### src/rtl/mem_port_arbiter.sv
// -----------------------------------------------------------------------------
// mem_port_arbiter
//
// Shares one downstream memory/cache port between the instruction-fetch
// requester (i_*) and the load-store-queue requester (d_*). Each side keeps at
// most one request outstanding and holds it until its completion pulse.
//
// A four-state FSM (IDLE -> SERVE_I / SERVE_D -> RECOVER -> IDLE) picks one
// requester, latches its command into the downstream registers at the grant
// edge, and holds that command until mem_resp. The response is steered
// combinationally back to the granted side. RECOVER is one dead cycle that
// gives the requester time to drop its request before the next grant.
//
// Ports:
//   clk, rst          clock, synchronous active-high reset
//   i_read/i_address  fetch read request (held until i_resp)
//   i_rdata/i_resp    fetch completion pulse and read data
//   d_read/d_write    LSQ read / write request (held until d_resp)
//   d_byte_enable, d_address, d_wdata   LSQ command fields
//   d_rdata/d_resp    LSQ completion pulse and read data
//   mem_read/mem_write/mem_byte_enable/mem_address/mem_wdata
//                     registered downstream command
//   mem_rdata/mem_resp downstream read data and one-cycle completion pulse
//
// Parameters:
//   width       data/address width; byte-enable width is width/8
//   d_priority  0: round-robin on simultaneous requests, 1: LSQ always wins
// -----------------------------------------------------------------------------
module mem_port_arbiter #(
    parameter int width      = 32,
    parameter int d_priority = 0
) (
    input  logic                 clk,
    input  logic                 rst,

    input  logic                 i_read,
    input  logic [width-1:0]     i_address,
    output logic [width-1:0]     i_rdata,
    output logic                 i_resp,

    input  logic                 d_read,
    input  logic                 d_write,
    input  logic [width/8-1:0]   d_byte_enable,
    input  logic [width-1:0]     d_address,
    input  logic [width-1:0]     d_wdata,
    output logic [width-1:0]     d_rdata,
    output logic                 d_resp,

    output logic                 mem_read,
    output logic                 mem_write,
    output logic [width/8-1:0]   mem_byte_enable,
    output logic [width-1:0]     mem_address,
    output logic [width-1:0]     mem_wdata,
    input  logic [width-1:0]     mem_rdata,
    input  logic                 mem_resp
);

    localparam int be_width = width / 8;

    typedef enum logic [1:0] {
        IDLE    = 2'd0,
        SERVE_I = 2'd1,
        SERVE_D = 2'd2,
        RECOVER = 2'd3
    } state_t;

    // last_grant: 0 = fetch side, 1 = LSQ side
    state_t                 state_reg,       state_next;
    logic                   last_grant_reg,  last_grant_next;
    logic                   cmd_read_reg,    cmd_read_next;
    logic                   cmd_write_reg,   cmd_write_next;
    logic [be_width-1:0]    cmd_be_reg,      cmd_be_next;
    logic [width-1:0]       cmd_address_reg, cmd_address_next;
    logic [width-1:0]       cmd_wdata_reg,   cmd_wdata_next;

    logic req_i;
    logic req_d;
    logic grant_i;
    logic grant_d;

    assign req_i = i_read;
    assign req_d = d_read | d_write;

    // On a tie the LSQ wins if it has fixed priority, or if fetch was the
    // last side served (round-robin).
    assign grant_d = req_d && (!req_i || (d_priority != 0) || !last_grant_reg);
    assign grant_i = req_i && !grant_d;

    // -------------------------------------------------------------------------
    // State register (plus the latched downstream command)
    // -------------------------------------------------------------------------
    always_ff @(posedge clk) begin
        if (rst) begin
            state_reg       <= IDLE;
            last_grant_reg  <= 1'b1;
            cmd_read_reg    <= 1'b0;
            cmd_write_reg   <= 1'b0;
            cmd_be_reg      <= '0;
            cmd_address_reg <= '0;
            cmd_wdata_reg   <= '0;
        end else begin
            state_reg       <= state_next;
            last_grant_reg  <= last_grant_next;
            cmd_read_reg    <= cmd_read_next;
            cmd_write_reg   <= cmd_write_next;
            cmd_be_reg      <= cmd_be_next;
            cmd_address_reg <= cmd_address_next;
            cmd_wdata_reg   <= cmd_wdata_next;
        end
    end

    // -------------------------------------------------------------------------
    // Next-state logic
    // -------------------------------------------------------------------------
    always_comb begin
        state_next       = state_reg;
        last_grant_next  = last_grant_reg;
        cmd_read_next    = cmd_read_reg;
        cmd_write_next   = cmd_write_reg;
        cmd_be_next      = cmd_be_reg;
        cmd_address_next = cmd_address_reg;
        cmd_wdata_next   = cmd_wdata_reg;

        case (state_reg)
            IDLE: begin
                if (grant_i) begin
                    state_next       = SERVE_I;
                    last_grant_next  = 1'b0;
                    cmd_read_next    = 1'b1;
                    cmd_write_next   = 1'b0;
                    cmd_be_next      = '1;
                    cmd_address_next = i_address;
                    cmd_wdata_next   = '0;
                end else if (grant_d) begin
                    state_next       = SERVE_D;
                    last_grant_next  = 1'b1;
                    // A simultaneous read+write is treated as a write.
                    cmd_read_next    = d_read & ~d_write;
                    cmd_write_next   = d_write;
                    cmd_be_next      = d_byte_enable;
                    cmd_address_next = d_address;
                    cmd_wdata_next   = d_wdata;
                end
            end

            SERVE_I, SERVE_D: begin
                // The command is held (no timeout) until memory completes,
                // even if the requester has withdrawn.
                if (mem_resp) begin
                    state_next       = RECOVER;
                    cmd_read_next    = 1'b0;
                    cmd_write_next   = 1'b0;
                    cmd_be_next      = '0;
                    cmd_address_next = '0;
                    cmd_wdata_next   = '0;
                end
            end

            default: begin // RECOVER
                state_next       = IDLE;
                cmd_read_next    = 1'b0;
                cmd_write_next   = 1'b0;
                cmd_be_next      = '0;
                cmd_address_next = '0;
                cmd_wdata_next   = '0;
            end
        endcase
    end

    // -------------------------------------------------------------------------
    // Output logic
    // -------------------------------------------------------------------------
    always_comb begin
        i_resp = 1'b0;
        d_resp = 1'b0;
        // A requester that dropped its request (e.g. flushed fetch) gets no
        // completion pulse; mem_resp outside SERVE_* is ignored.
        case (state_reg)
            SERVE_I: i_resp = mem_resp & req_i;
            SERVE_D: d_resp = mem_resp & req_d;
            default: ;
        endcase
    end

    // Read data is forced to zero whenever its completion pulse is low.
    for (genvar gi = 0; gi < width; gi++) begin : g_rdata_mask
        assign i_rdata[gi] = mem_rdata[gi] & i_resp;
        assign d_rdata[gi] = mem_rdata[gi] & d_resp;
    end

    assign mem_read        = cmd_read_reg;
    assign mem_write       = cmd_write_reg;
    assign mem_byte_enable = cmd_be_reg;
    assign mem_address     = cmd_address_reg;
    assign mem_wdata       = cmd_wdata_reg;

endmodule

### config.mk
export PLATFORM = sky130hd
export DESIGN_NAME = mem_port_arbiter
export DESIGN_NICKNAME = d
export VERILOG_FILES = /design/src/rtl/mem_port_arbiter.sv
export SDC_FILE = /design/constraint.sdc
export NUM_CORES = 1
export LEC_CHECK = 0
export BUFFER_PORTS_ARGS = -buffer_cell sky130_fd_sc_hd__buf_4
export CORE_AREA = 2 2 106 108
export CTS_CLUSTER_DIAMETER = 30
export DETAILED_ROUTE_END_ITERATION = 10
export DIE_AREA = 0 0 108 110
export GPL_ROUTABILITY_DRIVEN = 0
export GPL_TIMING_DRIVEN = 0
export HOLD_SLACK_MARGIN = 0.02
export PLACE_DENSITY = 0.7
export REMOVE_ABC_BUFFERS = 1
export SLEW_MARGIN = 20
export SYNTH_ARGS = -nofsm -noshare
export SYNTH_HDL_FRONTEND = slang
export SYNTH_SLANG_ARGS = --single-unit
### constraint.sdc
create_clock -name clk -period 2.1 [get_ports clk]
set_clock_uncertainty 0.05 [all_clocks]
set_input_delay 0.63 -clock clk [delete_from_list [all_inputs] [get_ports clk]]
set_output_delay 0.63 -clock clk [all_outputs]
set_load 0.005 [all_outputs]
==> results.rst, run 1 <==
.. list-table::
   :header-rows: 1

   * - Metric
     - Value
   * - Number of distinct standard cells referenced by the synthesized netlist
     - 38
   * - Final Hold Violating Endpoints
     - 0
   * - Largest incremental delay on the critical path
     - around 0.36 ns
   * - Critical path fanouts, max
     - 8
   * - Final setup fails
     - 59
   * - Worst Hold Slack
     - 0.411 ns
   * - Total placed cells including tap cells
     - roughly 760
   * - Area added between synthesis and finish
     - 79.7%
   * - Num CTS Buffers
     - 9
   * - Worst hold-check path type
     - register to register
   * - Overall die height
     - 110 um
   * - H-tree levels
     - 3
   * - Transition time at the pin with the least slew margin
     - between 0.6 and 0.7 ns
   * - Critical Path AT
     - roughly 1.5 ns
   * - Routed vias
     - 3938
   * - Die area
     - 11900 um2
   * - Maximum number of pins on one net before global-route repair
     - 76
   * - Count of buffers inserted at the top-level ports
     - approximately 270
   * - Net total in the final layout
     - approximately 790
   * - Start-to-end type of the worst setup path
     - register to primary output
   * - Deepest clock path buffer count
     - 2
   * - Critical path origin
     - state_reg[1]
   * - PnR worst setup slack
     - -0.0712 ns
   * - MaxCap Viol Count
     - 0
   * - Count of buffering cells on the critical path with inverters included
     - 2
   * - Failing checks
     - setup timing
   * - Clock Latency Late Sink
     - 0.35 ns
   * - Kind of launch point of the worst setup path
     - register
   * - Finished layout cell area
     - approximately 6200 um2
   * - GRT Util Overall
     - approximately a fifth
   * - Mapped Area
     - around 3400 um2
   * - Placement-stage cell area
     - about 5600 um2
   * - Placement Setup Slack
     - -0.371 ns
   * - Final critical delay including setup and external delays
     - roughly 2.2 ns
   * - Post-cts hold buffer count
     - 0
   * - List of cells traversed by the critical path
     - buf_6, ha_4, o211a_4, and2_4, buf_6
   * - DRC violations left
     - 0
   * - Antenna violations before repair
     - 0
   * - Leftover overflow at the end of global routing
     - 0
   * - Share of async-settable or async-resettable flops after synthesis
     - 0%
   * - Sequential cell area fraction in the yosys report
     - 42.5%
   * - Number of violations reported at the end of detailed-routing iteration 0
     - 210
   * - Combinational fraction of design power
     - between 40% and 50%
   * - Standard cell with the maximum stage delay on the critical path
     - dfxtp_4
   * - Max rail drop VDD
     - between 0.0005 and 0.0006 V
   * - Total half-perimeter wirelength after legalization and detailed placement
     - around 9.0 mm
   * - Status
     - finished with violations
   * - Syn Area/Cell
     - roughly 9.0 um2
   * - Worst rel slew slack
     - 53.6%
   * - Number of global-route vias before repair
     - approximately 3900
   * - Antenna-violating nets left
     - 0
   * - Hold path startpoint
     - mem_byte_enable[3]
   * - Cell Rows
     - 38
   * - Yosys top cell area share
     - 42.5%
   * - Static leakage power
     - just under 3 nW
   * - Layout cell share with drive strength beyond 1
     - a little under three fifths
   * - Final max-slew violation count
     - 0
   * - Number of enable-type register cells in the synthesized netlist
     - 0
   * - Pwr/cell area
     - a little under 900 nW/um2
   * - Detailed Routing Iterations Pass 1
     - 4
   * - Clock transition at path regs
     - about 0.08 ns
   * - Power Total
     - ~5.5 mW
   * - Die span in x
     - 108 um
   * - Final routed wirelength across all metal layers
     - ~13 mm
   * - Final cell utilization of the core
     - around 58%
   * - Fill count
     - 883
   * - Setup repair after global routing missed its margin
     - true
   * - CP most frequent cell
     - buf_6
   * - Average wire length per cell after detail routing
     - roughly 17 um
   * - Internal Pwr Total
     - ~3.6 mW
   * - Number of clock sinks
     - between 70 and 80
   * - Register share of total power
     - a little over a third
   * - Total net switching power
     - 1.91 mW
   * - Number of synthesis warnings
     - 0
   * - Non-Filler Instances
     - 794
   * - Per-cell via count in the routed design
     - about 5.0
   * - Synthesized flop and latch total
     - 73
   * - Biggest area contributors in the synthesized netlist
     - dfxtp_1 43%, and2_1 12%, mux2i_1 8.4%, a22oi_1 7.2%, nand3b_1 6.3%
   * - Starting utilization of the core area
     - approximately 32%
   * - Clock tree from TritonCTS
     - yes
   * - Area inside the core boundary
     - between 10000 and 15000 um2
   * - Setup total negative slack
     - -2.27 ns
   * - Cell type contributing the most total cell area after synthesis
     - dfxtp_1
   * - R2R Path Start
     - state_reg[0]
   * - Max Freq
     - roughly 460 MHz
   * - Syn Inst Count
     - 381
   * - Post-synth top flop
     - dfxtp_1
   * - Wire length of the first global-routing pass
     - a little under 20 mm
   * - Count of pins on the block boundary
     - ~270
   * - Top cell family by delay on the critical path
     - flip-flops
   * - Crit share post-route
     - 103%
   * - Diode count
     - 0
   * - Clock root buffer
     - clkbuf_8
   * - Clock group share of total power
     - 18.9%
   * - Worst endpoint required time
     - around 1.4 ns
   * - Switching power as a share of total power
     - 35.0%
   * - Crit path capture type
     - primary output
==> tightest hold or removal path, stage by stage (launching register included) <==
cell and delay (ns):
dfxtp_1 0.32, nand2_1 0.05, a21oi_1 0.05
==> power by group through the flow <==
stage	Clock (mW)	Sequential, mW	Combinational (mW)
after floorplan	0	1.99	0.883
after global placement	0	1.96	2.06
after detailed placement	0	1.98	2.18
after CTS	1.06	1.97	2.40
after global routing	1.11	2.02	2.65
final	1.03	1.97	2.46
==> cell usage after synthesis, drive strengths merged (2+ instances only) <==
cell	count
dfxtp	73
and2	65
nor2	39
a22oi	33
o21ai	31
mux2i	29
nand3b	29
clkbuf	17
buf	16
nand2	9
a21oi	7
o211ai	6
inv	5
ha	4
a221oi	3
nor3	3
nor2b	2
==> cell usage in the layout (no fill, tap or decap), types with 2 or more instances in the layout <==
cell type,instances
buf_4,247
dfxtp_1,71
and2_4,40
nor2_1,38
a22oi_1,33
buf_6,32
mux2i_1,29
nand3b_1,29
and2_1,24
o21ai_0,20
clkbuf_8,11
o21ai_1,10
nand2_1,8
a21oi_1,7
o211ai_1,6
and3_4,5
o211a_4,5
inv_1,3
a221oi_1,3
nor3_1,3
ha_4,2
clkinvlp_4,2
clkbuf_1,2
buf_12,2
dfxtp_4,2
==> layer usage <==
layer,part of all wire [%],track usage [%]
met5,0,0
met4,3.2,12.0
met3,8.3,5.47
met2,53,39.6
met1,35,20.6
==> cell type report <==
cell class                      count  area, um2  share of cell area, %
Clock buffer                       13        159                   2.57
Clock inverter                      3       23.8                  0.385
Inverter                            5       21.3                  0.345
Multi-Input combinational cell    278       2060                   33.3
Sequential cell                    73       1470                   23.8
Tap cell                          140        175                   2.84
Timing Repair Buffer              282       2270                   36.8
==> cells by family (layout without fill, tap and decap cells) <==
group | after synthesis | after routing | synth area share [%]
and+or+nand+nor | 150 | 154 | 25.1
AOI/OAI and AO/OA | 87 | 91 | 16.7
DFF | 73 | 73 | 42.5
buffers and inverters | 38 | 303 | 5.75
muxes | 29 | 29 | 8.45
adders and majority gates | 4 | 4 | 1.46
==> worst paths after layout <==
check	end	slack [ns]	depth (start not counted)
min	mem_byte_enable[3]	0.41	2
max	d_rdata[19]	-0.07	5
max reg2reg	mem_wdata[4]	0.06	7
min reg2reg	mem_byte_enable[3]	0.41	2
==> timing repair <==
item | 4_1_cts | 5_1_grt
buffers inserted | 5 | 1
pin swaps | 27 | 25
gates resized for setup | 47 | 50
gates cloned | 8 | 0
setup endpoints to repair | 128 | 113
Power figures use the tool's default switching activity.
==> inputs of run 2 (changes only) <==
Settings changed: PLACE_DENSITY 0.7 to not set, PLACE_DENSITY_LB_ADDON set to 0.08.
Clock period 2.1 ns to 1.95 ns, I/O delays scaled along.
==> run 2 against run 1 <==
The run still ends with setup timing left. Hold slack lost 0.0027 ns. Combinational power grew 9.8%. Sequential share of layout area shrank 0.68 points. Largest cell class unchanged. Largest power group unchanged.
==> results.rst, run 2 (same netlist as run 1, synthesis figures left out) <==
.. list-table::
   :header-rows: 1

   * - Metric
     - Value
   * - H-tree levels
     - 3
   * - Failing checks
     - setup timing
   * - Commonest cells after routing, fill and taps aside
     - 223 x buf_4, 71 x dfxtp_1, 55 x buf_6, 53 x and2_4, 38 x nor2_1
   * - Number of violations reported at the end of detailed-routing iteration 0
     - 210
   * - Count of pins on the block boundary
     - 274
   * - Average wire length per cell after detail routing
     - approximately 17 um
   * - End point of the worst hold path
     - mem_wdata[21]
   * - Maximum number of pins on one net before global-route repair
     - 77
   * - Clock transition at path regs
     - 0.09 ns
   * - Starting utilization of the core area
     - 32.1%
   * - Final Hold Violating Endpoints
     - 0
   * - Pwr/cell area
     - approximately 970 nW/um2
   * - Cell Rows
     - 38
   * - Area added between synthesis and finish
     - 85.0%
   * - Worst-case register-to-register setup slack
     - -0.09 ns
   * - Worst rel slew slack
     - about half
   * - Hold path startpoint
     - d_wdata[21]
   * - Metal2 WL
     - about 7.1 mm
   * - Met3 layer wire length in the routed design
     - 1.13 mm
   * - Clock root buffer
     - clkbuf_8
   * - Leftover overflow at the end of global routing
     - 0
   * - Final setup fails
     - roughly 120
   * - Top layer in use
     - met4
   * - DRC violations left
     - 0
   * - Number of global-route vias before repair
     - between 3000 and 4000
   * - Worst hold-check path type
     - input pin to register
   * - Most frequent standard cell in the layout excluding fill and tap cells
     - buf_4
   * - Count of buffers inserted at the top-level ports
     - 273
   * - Transition time at the pin with the least slew margin
     - roughly 0.72 ns
   * - Die area
     - around 12000 um2
   * - GRT Util Overall
     - a little over a fifth
   * - Net total in the final layout
     - approximately 790
   * - Depth of the most critical reg-to-reg path
     - 5
   * - Area inside the core boundary
     - ~11000 um2
   * - End of the worst register-to-register path
     - mem_address[10]
   * - Total half-perimeter wirelength after legalization and detailed placement
     - 8.85 mm
   * - Antenna violations before repair
     - 0
   * - Static leakage power
     - approximately 3.0 nW
   * - Die span in x
     - around 110 um
   * - Max rail drop VDD
     - approximately 0.00051 V
   * - R2R Path Start
     - state_reg[0]
   * - Standard cell with the maximum stage delay on the critical path
     - dfxtp_4
   * - Status
     - finished with violations
   * - Layout cell share with drive strength beyond 1
     - 57.6%
   * - Largest incremental delay on the critical path
     - between 0.3 and 0.4 ns
   * - Placement Setup Slack
     - -0.535 ns
   * - Wire length of the first global-routing pass
     - a little under 20 mm
   * - Kind of launch point of the worst setup path
     - register
   * - Critical Path AT
     - around 1.5 ns
   * - Sequential cell area
     - ~1500 um2
   * - Worst endpoint required time
     - between 1 and 1.5 ns
   * - Deepest clock path buffer count
     - 2
   * - Final critical delay including setup and external delays
     - about 2.1 ns
   * - Critical path fanouts, max
     - 8
   * - Final routed wirelength across all metal layers
     - 13.8 mm
   * - Final max-slew violation count
     - 0
   * - Crit share post-route
     - 108%
   * - Number of stages on the worst hold path
     - 3
   * - PnR worst setup slack
     - -0.166 ns
   * - Multi-input gate area in the final layout
     - approximately 2100 um2
   * - Start-to-end type of the worst setup path
     - register to primary output
   * - Max Freq
     - between 400 and 500 MHz
   * - Crit path capture type
     - primary output
   * - Detailed Routing Iterations Pass 1
     - 4
   * - Final cell utilization of the core
     - between 50% and 60%
   * - Clock Latency Late Sink
     - between 0.3 and 0.4 ns
   * - Overall die height
     - around 110 um
   * - Antenna-violating nets left
     - 0
   * - Fill count
     - 944
   * - Routed vias
     - ~3900
   * - Routed metal-1 wire length
     - ~5.3 mm
   * - Setup repair after global routing missed its margin
     - true
   * - Number of clock sinks
     - 73
   * - Diode count
     - 0
   * - Clock tree from TritonCTS
     - yes
   * - MaxCap Viol Count
     - 0
   * - Num CTS Buffers
     - 9
   * - Per-cell via count in the routed design
     - between 4 and 5
   * - List of cells traversed by the critical path
     - inv_4, ha_4, o211a_4, and2_4, buf_6
run 2: worst max path at each step:
stage	start	to	slack, ns	cells after the start
after CTS	state_reg[0]	d_rdata[8]	-0.15	5
after global placement	state_reg[0]	mem_wdata[17]	-1.61	6
after detailed placement	rst	mem_address[10]	-0.54	3
after floorplan	state_reg[1]	mem_wdata[0]	-0.65	6
after global routing	state_reg[0]	d_rdata[8]	-0.22	5
final	state_reg[0]	d_rdata[6]	-0.17	5
run 2: where the power goes:
part | internal (mW) | switching, mW
Clock | 0.732 | 0.629
Combinational | 1.42 | 1.27
Sequential | 1.89 | 0.230
Total | 4.05 | 2.13
run 2: critical path: cells and delay by family, from the launching register on:
kind,cells,cell delay [ns]
AO/OA/AOI/OAI,1,0.24
adder cells (fa/ha/maj),1,0.19
buffers and inverters,2,0.16
flip-flops,1,0.37
AND/OR/NAND/NOR,1,0.17
run 2: through the flow:
stage	setup TNS, ns	cell area [um2]	instances	total power, mW	hold WS [ns]
6_report	-9.05	6350	794	6.18	0.409
5_1_grt	-20.78	6350	794	6.55	0.396
4_1_cts	-10.71	6230	793	6.18	0.397
3_5_place_dp	-40.20	5560	764	4.48	0.406
3_3_place_gp	-126.18	5480	761	4.35	0.392
2_1_floorplan	-41.99	3260	348	3.10	0.392
run 2: repair_timing:
action	in CTS	in global routing
setup buffers	4	1
pin swaps	60	24
resized for setup	100	36
endpoints found under the setup margin	138	138
gates cloned	9	0
hold buffers	0	0
run 2: area by class of cell:
class	instances	area share, %
Clock inverter	7	1.58
Timing Repair Buffer	281	37.1
Tap cell	140	2.76
Inverter	5	0.374
Clock buffer	9	1.95
Sequential cell	73	23.1
Multi-Input combinational cell	279	33.2
run 2: per-layer routing:
metal	vias up	track usage [%]
met3	25	7.11
li1	1892	-
met1	1844	23.5
met5	-	0
met2	177	38.5
met4	0	8.24
==> inputs of run 3 (changes only) <==
Settings changed: RECOVER_POWER set to 50.
==> run 3 against run 2 <==
The flow still finishes with violations (setup timing). Global-route usage unchanged. Combinational power decreased by 3%. Die area unchanged. Non-clock buffer count unchanged. Highest routed layer unchanged. First-iteration DRC count decreased by 4.3%. Worst setup slack got worse by 0.0027 ns. Cell count unchanged. Sequential share of layout area increased by 0.15 points. Via count decreased by 0.13%. Power decreased by 1.3%. Flip-flop and latch count unchanged. Largest cell class unchanged. Sequential power about the same. Critical endpoint unchanged.
==> results.rst, run 3 (same netlist as run 1, synthesis figures left out) <==
.. list-table::
   :header-rows: 1

   * - Metric
     - Value
   * - Number of clock sinks
     - between 70 and 80
   * - Hold path startpoint
     - d_wdata[9]
   * - Clock root buffer
     - clkbuf_8
   * - Post-cts hold buffer count
     - 0
   * - GRT Util Overall
     - between 20% and 30%
   * - Maximum number of pins on one net before global-route repair
     - between 70 and 80
   * - Pwr/cell area
     - 967 nW/um2
   * - Multi-input gate area in the final layout
     - around 2100 um2
   * - Final critical delay including setup and external delays
     - ~2.1 ns
   * - Fill count
     - between 900 and 1000
   * - Critical path fanouts, max
     - 8
   * - Area added between synthesis and finish
     - 83.8%
   * - H-tree levels
     - 3
   * - Final routed wirelength across all metal layers
     - 13.8 mm
   * - Die span in x
     - roughly 110 um
   * - Final Hold Violating Endpoints
     - 0
   * - Depth of the most critical reg-to-reg path
     - 5
   * - Failing checks
     - setup timing
   * - Sequential cell area
     - ~1500 um2
   * - DRC violations left
     - 0
   * - Critical Path AT
     - around 1.5 ns
   * - Setup total negative slack
     - -9.15 ns
   * - End point of the worst hold path
     - mem_wdata[9]
   * - Final cell utilization of the core
     - about three fifths
   * - Number of stages on the worst hold path
     - 3
   * - Num CTS Buffers
     - 9
   * - Area inside the core boundary
     - 10700 um2
   * - Clock tree from TritonCTS
     - yes
   * - Max rail drop VDD
     - 0.000501 V
   * - Worst-case register-to-register setup slack
     - -0.09 ns
   * - Worst endpoint required time
     - 1.31 ns
   * - Layout cell share with drive strength beyond 1
     - 56.0%
   * - Per-cell via count in the routed design
     - 4.95
   * - R2R Path Start
     - state_reg[0]
   * - Kind of launch point of the worst setup path
     - register
   * - Worst hold-check path type
     - input pin to register
   * - Most frequent standard cell in the layout excluding fill and tap cells
     - buf_4
   * - Critical path origin
     - state_reg[0]
   * - Number of violations reported at the end of detailed-routing iteration 0
     - 201
   * - Cell Rows
     - 38
   * - Net total in the final layout
     - ~790
   * - Overall die height
     - 110 um
   * - Diode count
     - 0
   * - Clock transition at path regs
     - around 0.09 ns
   * - PnR worst setup slack
     - -0.168 ns
   * - Max Freq
     - approximately 470 MHz
   * - Largest incremental delay on the critical path
     - 0.37 ns
   * - Die area
     - around 12000 um2
   * - Static leakage power
     - ~3.0 nW
   * - List of cells traversed by the critical path
     - inv_4, ha_4, o211a_4, and2_4, buf_6
   * - Final setup fails
     - approximately 120
   * - Start-to-end type of the worst setup path
     - register to primary output
   * - Worst rel slew slack
     - 52.0%
   * - Transition time at the pin with the least slew margin
     - 0.720 ns
   * - Final max-slew violation count
     - 0
   * - Crit path capture type
     - primary output
   * - Clock Latency Late Sink
     - about 0.35 ns
   * - Routed vias
     - 3933
   * - MaxCap Viol Count
     - 0
   * - Commonest cells after routing, fill and taps aside
     - 186 x buf_4, 71 x dfxtp_1, 55 x buf_6, 53 x and2_4, 38 x nor2_1
   * - Deepest clock path buffer count
     - 2
   * - Starting utilization of the core area
     - between 30% and 40%
   * - End of the worst register-to-register path
     - mem_address[10]
   * - Standard cell with the maximum stage delay on the critical path
     - dfxtp_4
   * - Average wire length per cell after detail routing
     - 17.4 um
   * - Antenna-violating nets left
     - 0
   * - Count of pins on the block boundary
     - 274
   * - Wire length of the first global-routing pass
     - just under 20 mm
   * - Number of global-route vias before repair
     - between 3000 and 4000
   * - Leftover overflow at the end of global routing
     - 0
   * - Crit share post-route
     - 109%
   * - Total half-perimeter wirelength after legalization and detailed placement
     - between 8 and 9 mm
   * - Antenna violations before repair
     - 0
   * - Status
     - finished with violations
   * - Detailed Routing Iterations Pass 1
     - 4
   * - Count of buffers inserted at the top-level ports
     - roughly 270
   * - Setup repair after global routing missed its margin
     - true
## run 3: cell types whose count changed in the layout (fill, tap and decap cells not counted), sizes merged
cell | previous run | this run
buf | 281 | 244
clkbuf | 9 | 46
## run 3: power breakdown
part           switching [mW]  internal (mW)
clock                   0.625          0.732
combinational            1.27           1.36
sequential              0.226           1.89
## run 3: layer usage
metal | GRT usage (%) | wire, um
met3 | 7.11 | 1130
met2 | 38.5 | 7180
met1 | 23.5 | 5200
met5 | 0 | 0
met4 | 8.24 | 308
## run 3: area by class of cell
| class | instances | share of cell area [%] |
|---|---|---|
| clock buffers | 9 | 1.96 |
| clock inverters | 7 | 1.59 |
| inverters | 5 | 0.377 |
| multi-input cells | 279 | 33.4 |
| flip-flops and latches | 73 | 23.3 |
| well taps | 140 | 2.77 |
| repair buffers | 281 | 36.7 |
## run 3: worst max-delay path by stage
stage                      end  cells after the start
2_1_floorplan     mem_wdata[0]                      6
3_3_place_gp     mem_wdata[17]                      6
3_5_place_dp   mem_address[10]                      3
4_1_cts             d_rdata[8]                      5
5_1_grt             d_rdata[8]                      5
6_report            d_rdata[6]                      5
## run 3: critical path: cells and delay by family, from the launching register on
| family | cells | cell delay (ns) |
|---|---|---|
| adder cells (fa/ha/maj) | 1 | 0.19 |
| AO/OA/AOI/OAI | 1 | 0.24 |
| flip-flops | 1 | 0.37 |
| AND/OR/NAND/NOR | 1 | 0.17 |
| buffers and inverters | 2 | 0.16 |
## run 3: stage by stage
stage               total power [mW]  hold slack [ns]  area, um2  worst slack, ns  instances
global route                    6.48            0.396       6310           -0.223        794
detailed placement              4.48            0.406       5560           -0.535        764
CTS                             6.18            0.397       6230           -0.153        793
finish                          6.10            0.409       6310           -0.168        794
global placement                4.35            0.392       5480            -1.61        761
floorplan                       3.10            0.392       3260           -0.651        348
## run 3: what timing repair did
| action | CTS | global route |
|---|---|---|
| buffers inserted | 4 | 1 |
| setup endpoints to repair | 138 | 138 |
| pin swaps | 60 | 24 |
| gates cloned | 9 | 0 |
| resized for setup | 100 | 36 |
